`src/rtl/key_event_queue.sv`:
```
// key_event_queue: turns rising edges of the debounced key level vector into
// 5-bit key-index events and buffers them in a show-ahead FIFO behind a
// valid/ready port. Keys that cannot be queued wait in a per-key pending
// vector and drain lowest-index-first as FIFO space frees.
// Optional release events are enabled by defining KEY_RELEASE_EVT_EN.
module key_event_queue #(
  parameter int unsigned NKEYS = 25,
  parameter int unsigned DEPTH = 8,
  parameter int unsigned CNT_W = 4
) (
  input  logic             clk,
  input  logic             RSTN,
  input  logic [NKEYS-1:0] btn_ok,
  input  logic             key_ready,
  input  logic             clr_ovf,
  output logic             key_valid,
  output logic [5:0]       key_code,
  output logic [CNT_W-1:0] fifo_count,
  output logic             ovf
);

  localparam int unsigned AW = $clog2(DEPTH);
  localparam int unsigned CW = 6;
  localparam logic [CNT_W-1:0] FULL_CNT = CNT_W'(DEPTH);

  // Lowest set bit position of a key vector (0 when empty).
  function automatic logic [4:0] lowest_idx(input logic [NKEYS-1:0] v);
    logic [NKEYS-1:0] t;
    logic [4:0]       r;
    logic             found;
    t     = v;
    r     = '0;
    found = 1'b0;
    for (int i = 0; i < int'(NKEYS); i++) begin
      if (t[0] && !found) begin
        r     = 5'(i);
        found = 1'b1;
      end
      t = t >> 1;
    end
    return r;
  endfunction

  logic [CW-1:0]    mem [DEPTH];
  logic [AW-1:0]    rd_ptr, wr_ptr, rd_ptr_d, wr_ptr_d;
  logic [CNT_W-1:0] count_d;
  logic [NKEYS-1:0] prev, pend, pend_d, rise, merge, req_p;
  logic             armed, pop, push_ok, push, ovf_set, ovf_d, valid_d;
  logic [CW-1:0]    wdata, head_d;
  logic [4:0]       sel_p;
`ifdef KEY_RELEASE_EVT_EN
  logic [NKEYS-1:0] pend_rel, pend_rel_d, fall, cancel_p, cancel_r, req_r;
  logic [4:0]       sel_r;
`endif

  // Level edges; suppressed until the first post-reset sample of btn_ok.
  always_comb begin
    rise = armed ? (btn_ok & ~prev) : '0;
`ifdef KEY_RELEASE_EVT_EN
    fall = armed ? (~btn_ok & prev) : '0;
`endif
  end

  // Pending arbitration, FIFO bookkeeping and next head entry.
  always_comb begin
    pop     = key_valid & key_ready;
    push_ok = (fifo_count != FULL_CNT) | pop;
    merge   = rise & pend;
    push    = 1'b0;
    wdata   = '0;
`ifdef KEY_RELEASE_EVT_EN
    // A press and its release still pending cancel each other out.
    cancel_p   = fall & pend;
    cancel_r   = rise & pend_rel;
    req_p      = (pend & ~cancel_p) | (rise & ~cancel_r);
    req_r      = (pend_rel & ~cancel_r) | (fall & ~cancel_p);
    ovf_set    = |(merge | cancel_p | cancel_r | (fall & pend_rel));
    sel_r      = lowest_idx(req_r);
    pend_rel_d = req_r;
`else
    req_p   = pend | rise;
    ovf_set = |merge;
`endif
    sel_p  = lowest_idx(req_p);
    pend_d = req_p;

    if (push_ok && (req_p != '0)) begin
      push   = 1'b1;
      wdata  = {1'b0, sel_p};
      pend_d = req_p & ~(NKEYS'(1) << sel_p);
    end
`ifdef KEY_RELEASE_EVT_EN
    else if (push_ok && (req_r != '0)) begin
      push       = 1'b1;
      wdata      = {1'b1, sel_r};
      pend_rel_d = req_r & ~(NKEYS'(1) << sel_r);
    end
`endif

    rd_ptr_d = pop  ? rd_ptr + AW'(1) : rd_ptr;
    wr_ptr_d = push ? wr_ptr + AW'(1) : wr_ptr;

    count_d = fifo_count;
    case ({push, pop})
      2'b10:   count_d = fifo_count + CNT_W'(1);
      2'b01:   count_d = fifo_count - CNT_W'(1);
      default: count_d = fifo_count;
    endcase

    // The new head may be the entry being written this same cycle.
    valid_d = (count_d != '0);
    head_d  = '0;
    if (valid_d) begin
      if (push && (wr_ptr == rd_ptr_d)) head_d = wdata;
      else                              head_d = mem[rd_ptr_d];
    end

    ovf_d = ovf;
    if (ovf_set)      ovf_d = 1'b1;
    else if (clr_ovf) ovf_d = 1'b0;
  end

  // FIFO storage.
  always_ff @(posedge clk or negedge RSTN) begin
    if (!RSTN) begin
      mem <= '{default: '0};
    end else if (push) begin
      mem[wr_ptr] <= wdata;
    end
  end

  // Control state and registered outputs.
  always_ff @(posedge clk or negedge RSTN) begin
    if (!RSTN) begin
      rd_ptr     <= '0;
      wr_ptr     <= '0;
      fifo_count <= '0;
      key_valid  <= 1'b0;
      key_code   <= '0;
      ovf        <= 1'b0;
      pend       <= '0;
      prev       <= '0;
      armed      <= 1'b0;
`ifdef KEY_RELEASE_EVT_EN
      pend_rel   <= '0;
`endif
    end else begin
      rd_ptr     <= rd_ptr_d;
      wr_ptr     <= wr_ptr_d;
      fifo_count <= count_d;
      key_valid  <= valid_d;
      key_code   <= head_d;
      ovf        <= ovf_d;
      pend       <= pend_d;
      prev       <= btn_ok;
      armed      <= 1'b1;
`ifdef KEY_RELEASE_EVT_EN
      pend_rel   <= pend_rel_d;
`endif
    end
  end

endmodule

```
`config.mk`:
```
export PLATFORM = sky130hd
export DESIGN_NAME = key_event_queue
export DESIGN_NICKNAME = d
export VERILOG_FILES = /design/src/rtl/key_event_queue.sv
export SDC_FILE = /design/constraint.sdc
export NUM_CORES = 1
export LEC_CHECK = 0
export BUFFER_PORTS_ARGS = -buffer_cell sky130_fd_sc_hd__buf_2
export CELL_PAD_IN_SITES_DETAIL_PLACEMENT = 1
export CELL_PAD_IN_SITES_GLOBAL_PLACEMENT = 1
export CORE_MARGIN = 1
export CORE_UTILIZATION = 40
export CTS_CLUSTER_DIAMETER = 60
export DETAILED_ROUTE_END_ITERATION = 10
export PLACE_DENSITY_LB_ADDON = 0.1
export RECOVER_POWER = 100
export SLEW_MARGIN = 20
export SYNTH_ARGS = -nofsm -noshare
export SYNTH_HDL_FRONTEND = slang
export SYNTH_SLANG_ARGS = --single-unit
```
`constraint.sdc`:
```
create_clock -name clk -period 3.8 [get_ports clk]
set_input_delay 0.76 -clock clk [delete_from_list [all_inputs] [get_ports clk]]
set_output_delay 0.76 -clock clk [all_outputs]
set_load 0.03 [all_outputs]
```
==> Flow_metrics.wiki, run 1 <==
{| class="wikitable"
! Metric !! Value
|-
| Total die area || 14,200 µm²
|-
| Post-synthesis compound-gate area fraction || 15.1%
|-
| Data arrival, critical path || between 3 and 4 ns
|-
| Via count || about 3,900
|-
| Average cell area after synthesis || 11.7 µm²
|-
| Post-layout min period || 3.65 ns
|-
| Total power divided by cell area || 697 nW/µm²
|-
| Adder and majority gate portion of the synthesized area || 1.50%
|-
| Remaining global-route overflow || 0
|-
| Post-synthesis cell area || around 5500 µm²
|-
| Kind of critical path || flip-flop to flip-flop
|-
| Non-filler cells, final || 707
|-
| Maximum number of pins on one net before global-route repair || 71
|-
| H-tree depth || 3
|-
| Number of instances in the synthesized netlist || 470
|-
| Number of DRC markers after the initial detailed-route iteration || 223
|-
| Primary FF master, synth || dfrtp_1
|-
| Flop and latch count out of synthesis || 108
|-
| Syn Nets || slightly above 500
|-
| Leakage power of the design || 2.76 nW
|-
| R2r startpoint || armed
|-
| Critical path startpoint category || flip-flop
|-
| Hold_buf cts || 0
|-
| Layout cells sized above 1 || between 10% and 20%
|-
| Violated checks || capacitance limit, slew limit
|-
| Count of endpoints failing hold in the final timing report || 0
|-
| Family with the most delay on the worst path || buffers and inverters
|-
| Share of the synthesized area in the top cell type || 49.2%
|-
| Register-to-register setup slack || roughly 0.15 ns
|-
| Count of input and output buffers || 39
|-
| Fraction of the yosys area taken by sequential cells || 49.2%
|-
| Dominant combinational cell family by area after synthesis || simple AND/OR/NAND/NOR gates
|-
| Post-route standard cell area excluding fillers || 6350 µm²
|-
| Distinct cell type count of the synthesized netlist || 70
|-
| Count of clock tree sinks || 108
|-
| Routed wire length || roughly 14 mm
|-
| Area inside the core boundary || 13,300 µm²
|-
| Cells on Worst Hold Path || 1
|-
| TritonCTS Buffers || 9
|-
| Antenna Violating Nets Remaining || 0
|-
| All-Layer GR Usage || around 22%
|-
| Result of the run || complete, but fails checks
|-
| Hold crit path type || flip-flop to flip-flop
|-
| Final routed DRC violation total || 0
|-
| Cell types with the largest area share after synthesis || dfrtp_1, mux2_1, mux2i_1, and3b_1, a21oi_1
|-
| Critical Path Source || armed
|-
| Initial antenna violation count || 0
|-
| Instance area after placement || between 6000 and 7000 µm²
|-
| Data required time at the worst endpoint || 4.00 ns
|-
| Number of synthesis warnings || 0
|-
| Worst-case vdd ir drop || 0.398 mV
|-
| End of the worst register-to-register path || key_code[1]
|-
| Slew at the pin closest to its max-slew limit || 2.12 ns
|-
| Period utilisation layout || 96.1%
|-
| Drt first pass iters || 4
|-
| CTS tree || done
|-
| DP Wirelength || 10.6 mm
|-
| Register-to-Register Path Depth || 18
|-
| Count of flip-flops with a built-in enable after synthesis || 0
|-
| Routed len/inst || 20.3 µm
|-
| Std-Cell Rows || 42
|-
| Number of nets in the layout || roughly 560
|-
| X dimension of the die || about 120 µm
|-
| Max-cap violation count || 2
|-
| Critical Path, Cell by Cell || buf_12, buf_4, nand3b_1, nor4b_2, buf_4, nand4_4, o41ai_4, buf_4, ha_4, buf_4, ha_1, a21oi_2, xnor2_1, nor2_1, xnor2_1, nor4b_4, buf_4, a211oi_1
|-
| Ratio of routed vias to standard cells || 5.55
|-
| Cell type with the highest occurrence count on the critical path || buf_4
|-
| Fraction of registers with async set/reset || 100%
|-
| Height of the die || 119 µm
|-
| Area grow syn2layout || 15.6%
|-
| Maximum single-stage delay on the critical path || 0.40 ns
|-
| Via count of the first global-routing pass || 4,235
|-
| Xor and xnor area share after synthesis || under 10%
|-
| Final max-slew violation count || 63
|-
| Wire length of the first global-routing pass || 24.0 mm
|-
| Critical path's slowest cell || dfrtp_1
|-
| Io pins || 41
|-
| Bufs on Longest Clock Path || 2
|-
| Antenna cells || 0
|-
| Post-synthesis mux area share || between 10% and 20%
|-
| Clock root buffer master || clkbuf_16
|-
| Normalized max-slew margin || -41.1%
|-
| Simple-gate area share of the yosys netlist || 16.1%
|-
| Achievable Freq || 274 MHz
|-
| Starting Density || 41.3%
|-
| Gp weighted congestion || around 0.86
|-
| Total instance count after detailed placement || roughly 690
|-
| Final design utilization || 47.7%
|-
| Hold Path Origin || mem[46]
|-
| Cell taking the most area after synthesis || dfrtp_1
|-
| Clock network latency to the later pin of the worst-skew pair || 0.36 ns
|-
| Final setup vio count || 0
|-
| Number of buffer and inverter instances along the worst setup path || 6
|-
| Type of element capturing the critical path || flip-flop
|-
| Peak fanout along the critical path || 35
|-
| Hold-critical path endpoint || mem[46]
|-
| Register clock-pin slew on the reported worst setup and hold paths || approximately 0.070 ns
|-
| Post-route clock skew || 0.00939 ns
|}
-- cells in the final DEF, fill, tap and decap left out, types with 9 or more instances in the layout --
master / instances
a21oi_1: 27
clkbuf_16: 9
a31oi_1: 18
nor2_1: 36
inv_1: 29
nand2_1: 14
dfrtp_1: 108
mux2i_1: 23
buf_4: 25
mux2_1: 21
nor2b_1: 16
clkbuf_1: 35
and3b_1: 16
-- flip-flops by register name (all words and copies together), names as in the netlist --
register and cells:
fifo_count 4, mem 40, key_valid 1, prev 25, armed 1, wr_ptr 3
rd_ptr 3, key_code 5, pend 25, ovf 1
-- routing by layer --
layer / wire [µm] / GRT usage [%] / share of wire, %
met5: 0 / 0 / 0
met4: 97 / 4.59 / 0.68
met3: 500 / 5.60 / 3.5
met2: 6400 / 32.8 / 45
met1: 7320 / 32.8 / 51
-- report_power, final --
| group | leakage (nW) | switching, mW | internal (mW) | total (mW) |
|---|---|---|---|---|
| logic | 1.35 | 1.08 | 0.765 | 1.85 |
| clock network | 0.142 | 0.425 | 0.506 | 0.930 |
| registers | 1.26 | 0.236 | 1.41 | 1.64 |
-- synthesized netlist by cell type, types with 4 or more instances --
library cell and number:
xnor2_1 8, nand2_1 14, and3b_1 18, ha_1 5, buf_2 10, inv_1 29
nor3_1 4, clkbuf_1 6, a2111oi_4 5, o21ai_1 8, a211oi_1 4, o21ai_0 5
nand4_1 5, a21oi_1 28, buf_6 4, nand3b_1 6, nor2b_1 16, mux2i_1 23
dfrtp_1 108, a31oi_1 18, mux4_2 5, mux2_1 21, nor2_1 36
-- cell families (layout without fill, tap and decap cells) --
group           count (synthesis)  count (layout)
other cells                     2               2
compound gates                104             104
flops                         108             108
xor+xnor                       11              11
fa+ha+maj                       6               6
buf+inv                        51             112
mux                            54              54
simple gates                  134             134
-- area by class of cell --
| cell class | count | area [µm²] |
|---|---|---|
| clock buffer | 10 | 229 |
| clock inverter | 5 | 53.8 |
| fill | 1446 | 6950 |
| inverter | 29 | 109 |
| multi-input combinational | 311 | 2650 |
| sequential | 108 | 2700 |
| tap | 176 | 220 |
| timing repair buffer | 68 | 378 |
-- stage by stage --
stage	setup WS [ns]	setup TNS (ns)	power, mW	hold WS [ns]
after floorplan	0.0181	0	2.93	0.455
after global placement	-0.0795	-0.326	3.40	0.466
after detailed placement	-0.222	-1.10	3.49	0.475
after CTS	0.00670	0	4.43	0.390
after global routing	-0.0238	-0.0371	4.71	0.497
final	0.148	0	4.42	0.486
-- worst max path at each step --
stage | endpoint | slack [ns] | cells past startpoint
6_report | key_code[1] | 0.15 | 18
5_1_grt | key_code[1] | -0.02 | 17
2_1_floorplan | key_code[1] | 0.02 | 14
4_1_cts | key_code[1] | 0.007 | 14
3_3_place_gp | key_code[1] | -0.08 | 14
3_5_place_dp | key_code[1] | -0.22 | 14
-- repair_timing --
action                                 CTS  global route
gates resized for setup                  0             4
buffers inserted                         0             7
endpoints found under the hold margin    0             0
setup endpoints to repair                0             6
Note: power is estimated with default switching activity, not from simulation.
==> run 2, diff against run 1 <==
--- a/config.mk
+++ b/config.mk
@@ -9,10 +9,11 @@
 export CELL_PAD_IN_SITES_DETAIL_PLACEMENT = 1
 export CELL_PAD_IN_SITES_GLOBAL_PLACEMENT = 1
 export CORE_MARGIN = 1
-export CORE_UTILIZATION = 40
+export CORE_UTILIZATION = 46
+export CTS_BUF_LIST = sky130_fd_sc_hd__clkbuf_4 sky130_fd_sc_hd__clkbuf_8
 export CTS_CLUSTER_DIAMETER = 60
 export DETAILED_ROUTE_END_ITERATION = 10
-export PLACE_DENSITY_LB_ADDON = 0.1
+export PLACE_DENSITY = 0.87
 export RECOVER_POWER = 100
 export SLEW_MARGIN = 20
 export SYNTH_ARGS = -nofsm -noshare
==> run 2 against run 1 <==
The flow finishes with violations (DRC, capacitance limit, slew limit). Total power down 2.4%. Sequential cell count unchanged. First-iteration DRC count shrank 17%. Core utilization up 7.2 points. Non-clock buffer count increased by 5. Critical path depth fell by 2. Worst hold slack worse by 0.0091 ns. Sequential share of layout area grew 0.12 points. Worst setup slack worse by 0.021 ns. Clock-buffer cell count decreased by 1. Clock power decreased by 17%.
==> Flow_metrics.wiki, run 2 (synthesis results as in run 1) <==
{| class="wikitable"
! Metric !! Value
|-
| RSZ-0062 raised after global routing || true
|-
| Count of endpoints failing hold in the final timing report || 0 (unchanged)
|-
| Count of clock tree sinks || 108 (unchanged)
|-
| X dimension of the die || 111 µm (-6.6%)
|-
| Commonest cells after routing, fill and taps aside || dfrtp_1, nor2_1, clkbuf_1
|-
| Number of fill cells || 1,221 (-16%)
|-
| Hold Path Origin || btn_ok[17]
|-
| Critical path's slowest cell || dfrtp_2
|-
| Register-to-register setup slack || 0.13 ns (-0.02 ns)
|-
| Post-route standard cell area excluding fillers || 6330 µm² (-0.24%)
|-
| Number of nets in the layout || 567 (+0.89%)
|-
| Layer with the highest usage || met2
|-
| Type of element capturing the critical path || flip-flop
|-
| Via count || 4,102 (+4.6%)
|-
| Maximum number of pins on one net before global-route repair || 65 (-8.5%)
|-
| Routed wire length || 15.9 mm (+11%)
|-
| Worst-case vdd ir drop || 0.328 mV (-18%)
|-
| Total power divided by cell area || 681 nW/µm² (-2.2%)
|-
| Normalized max-slew margin || -6.08% (+35 points)
|-
| Largest register FFs || 40 (unchanged)
|-
| Largest register by flop count || mem
|-
| Area grow syn2layout || 15.3%
|-
| Leakage power of the design || 2.76 nW (about the same)
|-
| Via count of the first global-routing pass || 4,443 (+4.9%)
|-
| Achievable Freq || 272 MHz (-0.57%)
|-
| Area inside the core boundary || 11,500 µm² (-13%)
|-
| R2r startpoint || armed
|-
| Worst hold slack after final layout || 0.477 ns (-0.00911 ns)
|-
| Hold-critical path endpoint || prev[17]
|-
| Hold crit path type || input port to flip-flop
|-
| Result of the run || complete, but fails checks
|-
| TritonCTS Buffers || 9 (unchanged)
|-
| Layout cells sized above 1 || 18.4% (+2.1 points)
|-
| GR Util met2 || 45.3% (+13 points)
|-
| Final total power || 4.31 mW (-2.4%)
|-
| Clock root buffer master || clkbuf_8
|-
| All-Layer GR Usage || 24.5% (+2.3 points)
|-
| Family with the most delay on the worst path || simple AND/OR/NAND/NOR gates
|-
| Count of input and output buffers || 39 (unchanged)
|-
| Data arrival, critical path || 3.92 ns (+0.07 ns)
|-
| Period utilisation layout || 96.7% (+0.55 points)
|-
| Clock network latency to the later pin of the worst-skew pair || 0.40 ns (+0.04 ns)
|-
| Slew at the pin closest to its max-slew limit || 1.59 ns (-0.526 ns)
|-
| Met1 track demand over resource in global routing || 27.4% (-5.4 points)
|-
| Std-Cell Rows || 39 (-7.1%)
|-
| H-tree depth || 3 (unchanged)
|-
| Register-to-Register Path Depth || 16 (-2)
|-
| Bufs on Longest Clock Path || 2 (unchanged)
|-
| Maximum single-stage delay on the critical path || 0.46 ns (+0.06 ns)
|-
| Final setup vio count || 0 (unchanged)
|-
| Wire length of the first global-routing pass || 23.3 mm (-2.9%)
|-
| Peak fanout along the critical path || 8 (-77%)
|-
| Max-cap violation count || 2 (unchanged)
|-
| Hold_buf cts || 0 (unchanged)
|-
| Instance area after placement || 5980 µm² (-1.0%)
|-
| CTS tree || done
|-
| Remaining global-route overflow || 0 (unchanged)
|-
| Post-route clock skew || 0.0159 ns (+0.00656 ns)
|-
| Height of the die || 111 µm (-6.6%)
|-
| Io pins || 41 (unchanged)
|-
| Met3 GRT Util || 4.92% (-0.68 points)
|-
| Number of DRC markers after the initial detailed-route iteration || 184 (-17%)
|-
| DP Wirelength || 10.8 mm (+2.5%)
|-
| Antenna Violating Nets Remaining || 0 (unchanged)
|-
| Routed len/inst || 23.3 µm (+15%)
|-
| Gp weighted congestion || 0.863 (+0.58%)
|-
| Final routed DRC violation total || 20 (+20)
|-
| Initial antenna violation count || 1 (+1)
|-
| Number of buffer and inverter instances along the worst setup path || 3 (-3)
|-
| Largest registers || mem (40), pend (25), prev (25)
|-
| Final max-slew violation count || 88 (+40%)
|-
| Drt first pass iters || 7 (+3)
|-
| Kind of critical path || flip-flop to flip-flop
|-
| Ratio of routed vias to standard cells || 6.02 (+8.6%)
|-
| Post-layout min period || 3.67 ns (+0.0208 ns)
|-
| Data required time at the worst endpoint || 4.04 ns (+0.04 ns)
|-
| End of the worst register-to-register path || key_code[2]
|-
| Most common cell after layout, fill and taps aside || dfrtp_1
|-
| Starting Density || 47.7% (+6.4 points)
|-
| Total die area || 12,400 µm² (-13%)
|-
| Setup TNS Final || 0 ns (unchanged)
|-
| Violated checks || DRC, capacitance limit, slew limit
|-
| Cells on Worst Hold Path || 1 (unchanged)
|-
| Critical path startpoint category || flip-flop
|-
| Critical Path, Cell by Cell || buf_12, and3b_2, nor4b_4, buf_4, nand4_4, o41ai_4, ha_4, ha_4, a21o_1, a21oi_2, xnor2_1, nor2_1, xnor2_2, nor4b_4, buf_6, a211oi_2
|-
| Register clock-pin slew on the reported worst setup and hold paths || 0.11 ns (+0.04 ns)
|}
-- run 2: final cells by class --
class                      instances  area (µm²)  area share, %
antenna                            1        2.50         0.0395
sequential                       108        2700           42.7
timing repair buffer              73         457           7.21
clock buffer                       9         124           1.96
clock inverter                     7        93.8           1.48
inverter                          29         109           1.72
multi-input combinational        311        2660           42.1
tap                              143         179           2.83
-- run 2: how the worst max path moves through the flow --
| stage | depth (start not counted) | endpoint | startpoint |
|---|---|---|---|
| 6_report | 16 | key_code[2] | armed |
| 5_1_grt | 16 | key_code[2] | armed |
| 4_1_cts | 15 | key_code[2] | armed |
| 3_5_place_dp | 14 | key_code[1] | btn_ok[20] |
| 3_3_place_gp | 14 | key_code[4] | btn_ok[20] |
| 2_1_floorplan | 14 | key_code[1] | btn_ok[0] |
-- run 2: worst reg2reg max path, cell delays in order, from the launching register on --
cell and delay (ns):
dfrtp_2 0.46, buf_12 0.16, and3b_2 0.23, nor4b_4 0.29, buf_4 0.18, nand4_4 0.11
o41ai_4 0.46, ha_4 0.22, ha_4 0.19, a21o_1 0.16, a21oi_2 0.16, xnor2_1 0.15
nor2_1 0.09, xnor2_2 0.21, nor4b_4 0.24, buf_6 0.16, a211oi_2 0.04
-- run 2: where the power goes --
| group | internal, mW | switching [mW] |
|---|---|---|
| Combinational | 0.787 | 1.10 |
| Sequential | 1.40 | 0.252 |
| Clock | 0.324 | 0.446 |
| Total | 2.52 | 1.80 |
-- run 2: through the flow --
stage / setup WS (ns) / util [%] / cells
3_5_place_dp: -0.372 / 52.0 / 651
6_report: 0.127 / 55.0 / 681
3_3_place_gp: 0.0318 / 52.0 / 651
5_1_grt: -0.0415 / 55.0 / 680
4_1_cts: 0.0502 / 54.1 / 668
2_1_floorplan: 0.0181 / - / 470
-- run 2: timing repair --
| item | in CTS | in global routing |
|---|---|---|
| setup endpoints to repair | 6 | 6 |
| buffers inserted | 1 | 10 |
| pin swaps | 0 | 17 |
| cloned | 0 | 2 |
| gates resized for setup | 2 | 7 |
-- run 2: routing by layer --
layer | vias up | share of wire, %
met2 | 98 | 57
met3 | 39 | 3.6
met5 | - | 0
li1 | 1841 | -
met1 | 2124 | 37
met4 | 0 | 3.3
==> run 3, diff against run 2 <==
--- a/config.mk
+++ b/config.mk
@@ -14,7 +14,7 @@
 export CTS_CLUSTER_DIAMETER = 60
 export DETAILED_ROUTE_END_ITERATION = 10
 export PLACE_DENSITY = 0.87
-export RECOVER_POWER = 100
+export RECOVER_POWER = 25
 export SLEW_MARGIN = 20
 export SYNTH_ARGS = -nofsm -noshare
 export SYNTH_HDL_FRONTEND = slang
==> run 3 against run 2 <==
Highest routed layer unchanged. Critical path type unchanged. The flow still finishes with violations (DRC, capacitance limit, slew limit). Die area unchanged. Largest cell class unchanged. Via count increased by 0.66%. Non-clock buffer count unchanged.
==> Flow_metrics.wiki, run 3 (synthesis results as in run 1) <==
{| class="wikitable"
! Metric !! Value
|-
| Result of the run || complete, but fails checks
|-
| Violated checks || DRC, capacitance limit, slew limit
|-
| Leakage power of the design || 2.81 nW (+1.6%)
|-
| Number of DRC markers after the initial detailed-route iteration || 167 (-9.2%)
|-
| Kind of critical path || flip-flop to flip-flop
|-
| Max-cap violation count || 1 (-1)
|-
| Via count || 4,129 (+0.66%)
|-
| Final routed DRC violation total || 20 (unchanged)
|-
| Remaining global-route overflow || 0 (unchanged)
|-
| Register clock-pin slew on the reported worst setup and hold paths || 0.12 ns (about the same)
|-
| Total die area || 12,400 µm² (unchanged)
|-
| Most common cell after layout, fill and taps aside || dfrtp_1
|-
| Largest register by flop count || mem
|-
| Setup TNS Final || 0 ns (unchanged)
|-
| Wire length of the first global-routing pass || 23.3 mm (unchanged)
|-
| Peak fanout along the critical path || 8 (unchanged)
|-
| Routed len/inst || 23.3 µm (about the same)
|-
| Bufs on Longest Clock Path || 2 (unchanged)
|-
| Pre-CTS WS || -0.372 ns (unchanged)
|-
| Area grow syn2layout || 15.8%
|-
| DP Wirelength || 10.8 mm (unchanged)
|-
| Hold crit path type || input port to flip-flop
|-
| Starting Density || 47.7% (unchanged)
|-
| Count of endpoints failing hold in the final timing report || 0 (unchanged)
|-
| Achievable Freq || 273 MHz (about the same)
|-
| Std-Cell Rows || 39 (unchanged)
|-
| Gp weighted congestion || 0.863 (unchanged)
|-
| Largest registers || mem (40), pend (25), prev (25)
|-
| Height of the die || 111 µm (unchanged)
|-
| Total power divided by cell area || 680 nW/µm² (-0.20%)
|-
| Maximum number of pins on one net before global-route repair || 65 (unchanged)
|-
| Normalized max-slew margin || -5.26% (+0.83 points)
|-
| Initial antenna violation count || 1 (unchanged)
|-
| X dimension of the die || 111 µm (unchanged)
|-
| Number of nets in the layout || 567 (unchanged)
|-
| Count of clock tree sinks || 108 (unchanged)
|-
| Data required time at the worst endpoint || 4.04 ns (about the same)
|-
| Critical path startpoint category || flip-flop
|-
| Slew at the pin closest to its max-slew limit || 1.58 ns (-0.0124 ns)
|-
| Post-route clock skew || 0.0163 ns (+0.000308 ns)
|-
| Ratio of routed vias to standard cells || 6.06 (+0.66%)
|-
| Clock network latency to the later pin of the worst-skew pair || 0.39 ns (about the same)
|-
| Worst hold slack after final layout || 0.480 ns (+0.00276 ns)
|-
| Layout cells sized above 1 || 21.0% (+2.6 points)
|-
| Drt first pass iters || 8 (+1)
|-
| Antenna Violating Nets Remaining || 0 (unchanged)
|-
| Area inside the core boundary || 11,500 µm² (unchanged)
|-
| Routed wire length || 15.9 mm (about the same)
|-
| TritonCTS Buffers || 9 (unchanged)
|-
| Final max-slew violation count || 65 (-26%)
|-
| Via count of the first global-routing pass || 4,443 (unchanged)
|-
| RSZ-0062 raised after global routing || true
|-
| Number of fill cells || 1,209 (-0.98%)
|-
| Period utilisation layout || 96.6% (about the same)
|-
| Final setup vio count || 0 (unchanged)
|-
| CTS tree || done
|-
| Clock root buffer master || clkbuf_8
|-
| H-tree depth || 3 (unchanged)
|-
| Count of input and output buffers || 39 (unchanged)
|-
| Instance area after placement || 5980 µm² (unchanged)
|-
| Type of element capturing the critical path || flip-flop
|-
| Commonest cells after routing, fill and taps aside || dfrtp_1, nor2_1, inv_1, buf_4, a21oi_1
|-
| Worst-case vdd ir drop || 0.329 mV (+0.27%)
|-
| Data arrival, critical path || 3.91 ns (about the same)
|-
| Post-layout min period || 3.67 ns (-0.00362 ns)
|-
| Io pins || 41 (unchanged)
|-
| All-Layer GR Usage || 24.5% (unchanged)
|-
| Largest register FFs || 40 (unchanged)
|-
| Post-route standard cell area excluding fillers || 6360 µm² (+0.40%)
|-
| Final worst slack || 0.131 ns (+0.00362 ns)
|}
-- run 3: cell types whose count changed in the layout (fill, tap and decap cells not counted), sizes merged --
cell and change:
buf +15, clkbuf -15
-- run 3: cell type report --
cell class              instances  area (µm²)  area share (%)
diodes                          1        2.50          0.0394
clock buffers                   9         124            1.95
clock inverters                 7        93.8            1.48
inverters                      29         109            1.71
multi-input cells             311        2660            41.9
flip-flops and latches        108        2700            42.5
well taps                     143         179            2.81
repair buffers                 73         482            7.58
-- run 3: where the power goes --
part,total (mW),internal [mW],switching (mW)
clock,0.771,0.324,0.447
combinational,1.89,0.790,1.10
sequential,1.66,1.40,0.252
total,4.32,2.52,1.80
-- run 3: what timing repair did --
action	CTS	global route
pin swaps	0	17
gates cloned	0	2
hold buffers	0	0
buffers inserted	1	10
resized for setup	2	7
endpoints found under the setup margin	6	6
-- run 3: stage by stage --
step | total power, mW | cells | util, %
finish | 4.32 | 681 | 55.2
global route | 4.56 | 680 | 55.2
CTS | 4.28 | 668 | 54.1
detailed placement | 3.49 | 651 | 52.0
global placement | 3.32 | 651 | 52.0
floorplan | 2.93 | 470 | -
-- run 3: worst paths after layout --
| check | startpoint | to | slack, ns | cells past startpoint |
|---|---|---|---|---|
| setup / recovery | armed | key_code[2] | 0.13 | 16 |
| hold / removal | btn_ok[15] | prev[15] | 0.48 | 1 |
| setup reg to reg | armed | key_code[2] | 0.13 | 16 |
| hold reg to reg | mem[37] | mem[37] | 0.50 | 2 |
| max in group asynchronous | RSTN | mem[31] | 1.89 | 2 |
| min in group asynchronous | RSTN | prev[15] | 0.75 | 1 |
-- run 3: layer usage --
| layer | GRT usage [%] | vias up | share of wire (%) | wire [µm] |
|---|---|---|---|---|
| met5 | 0 | - | 0 | 0 |
| met4 | 9.82 | 0 | 4.0 | 634 |
| met3 | 4.92 | 44 | 3.4 | 542 |
| met2 | 45.3 | 104 | 56 | 8880 |
| met1 | 27.4 | 2137 | 37 | 5800 |
| li1 | - | 1844 | - | - |
-- run 3: worst max-delay path, stage by stage, from the launching register on --
cell      delay, ns
dfrtp_2        0.46
buf_12         0.16
and3b_2        0.23
nor4b_4        0.29
buf_4          0.18
nand4_4        0.11
o41ai_4        0.46
ha_4           0.22
ha_4           0.19
a21o_1         0.16
a21oi_2        0.16
xnor2_1        0.15
nor2_1         0.09
xnor2_2        0.21
nor4b_4        0.24
buf_6          0.16
a211oi_2       0.04
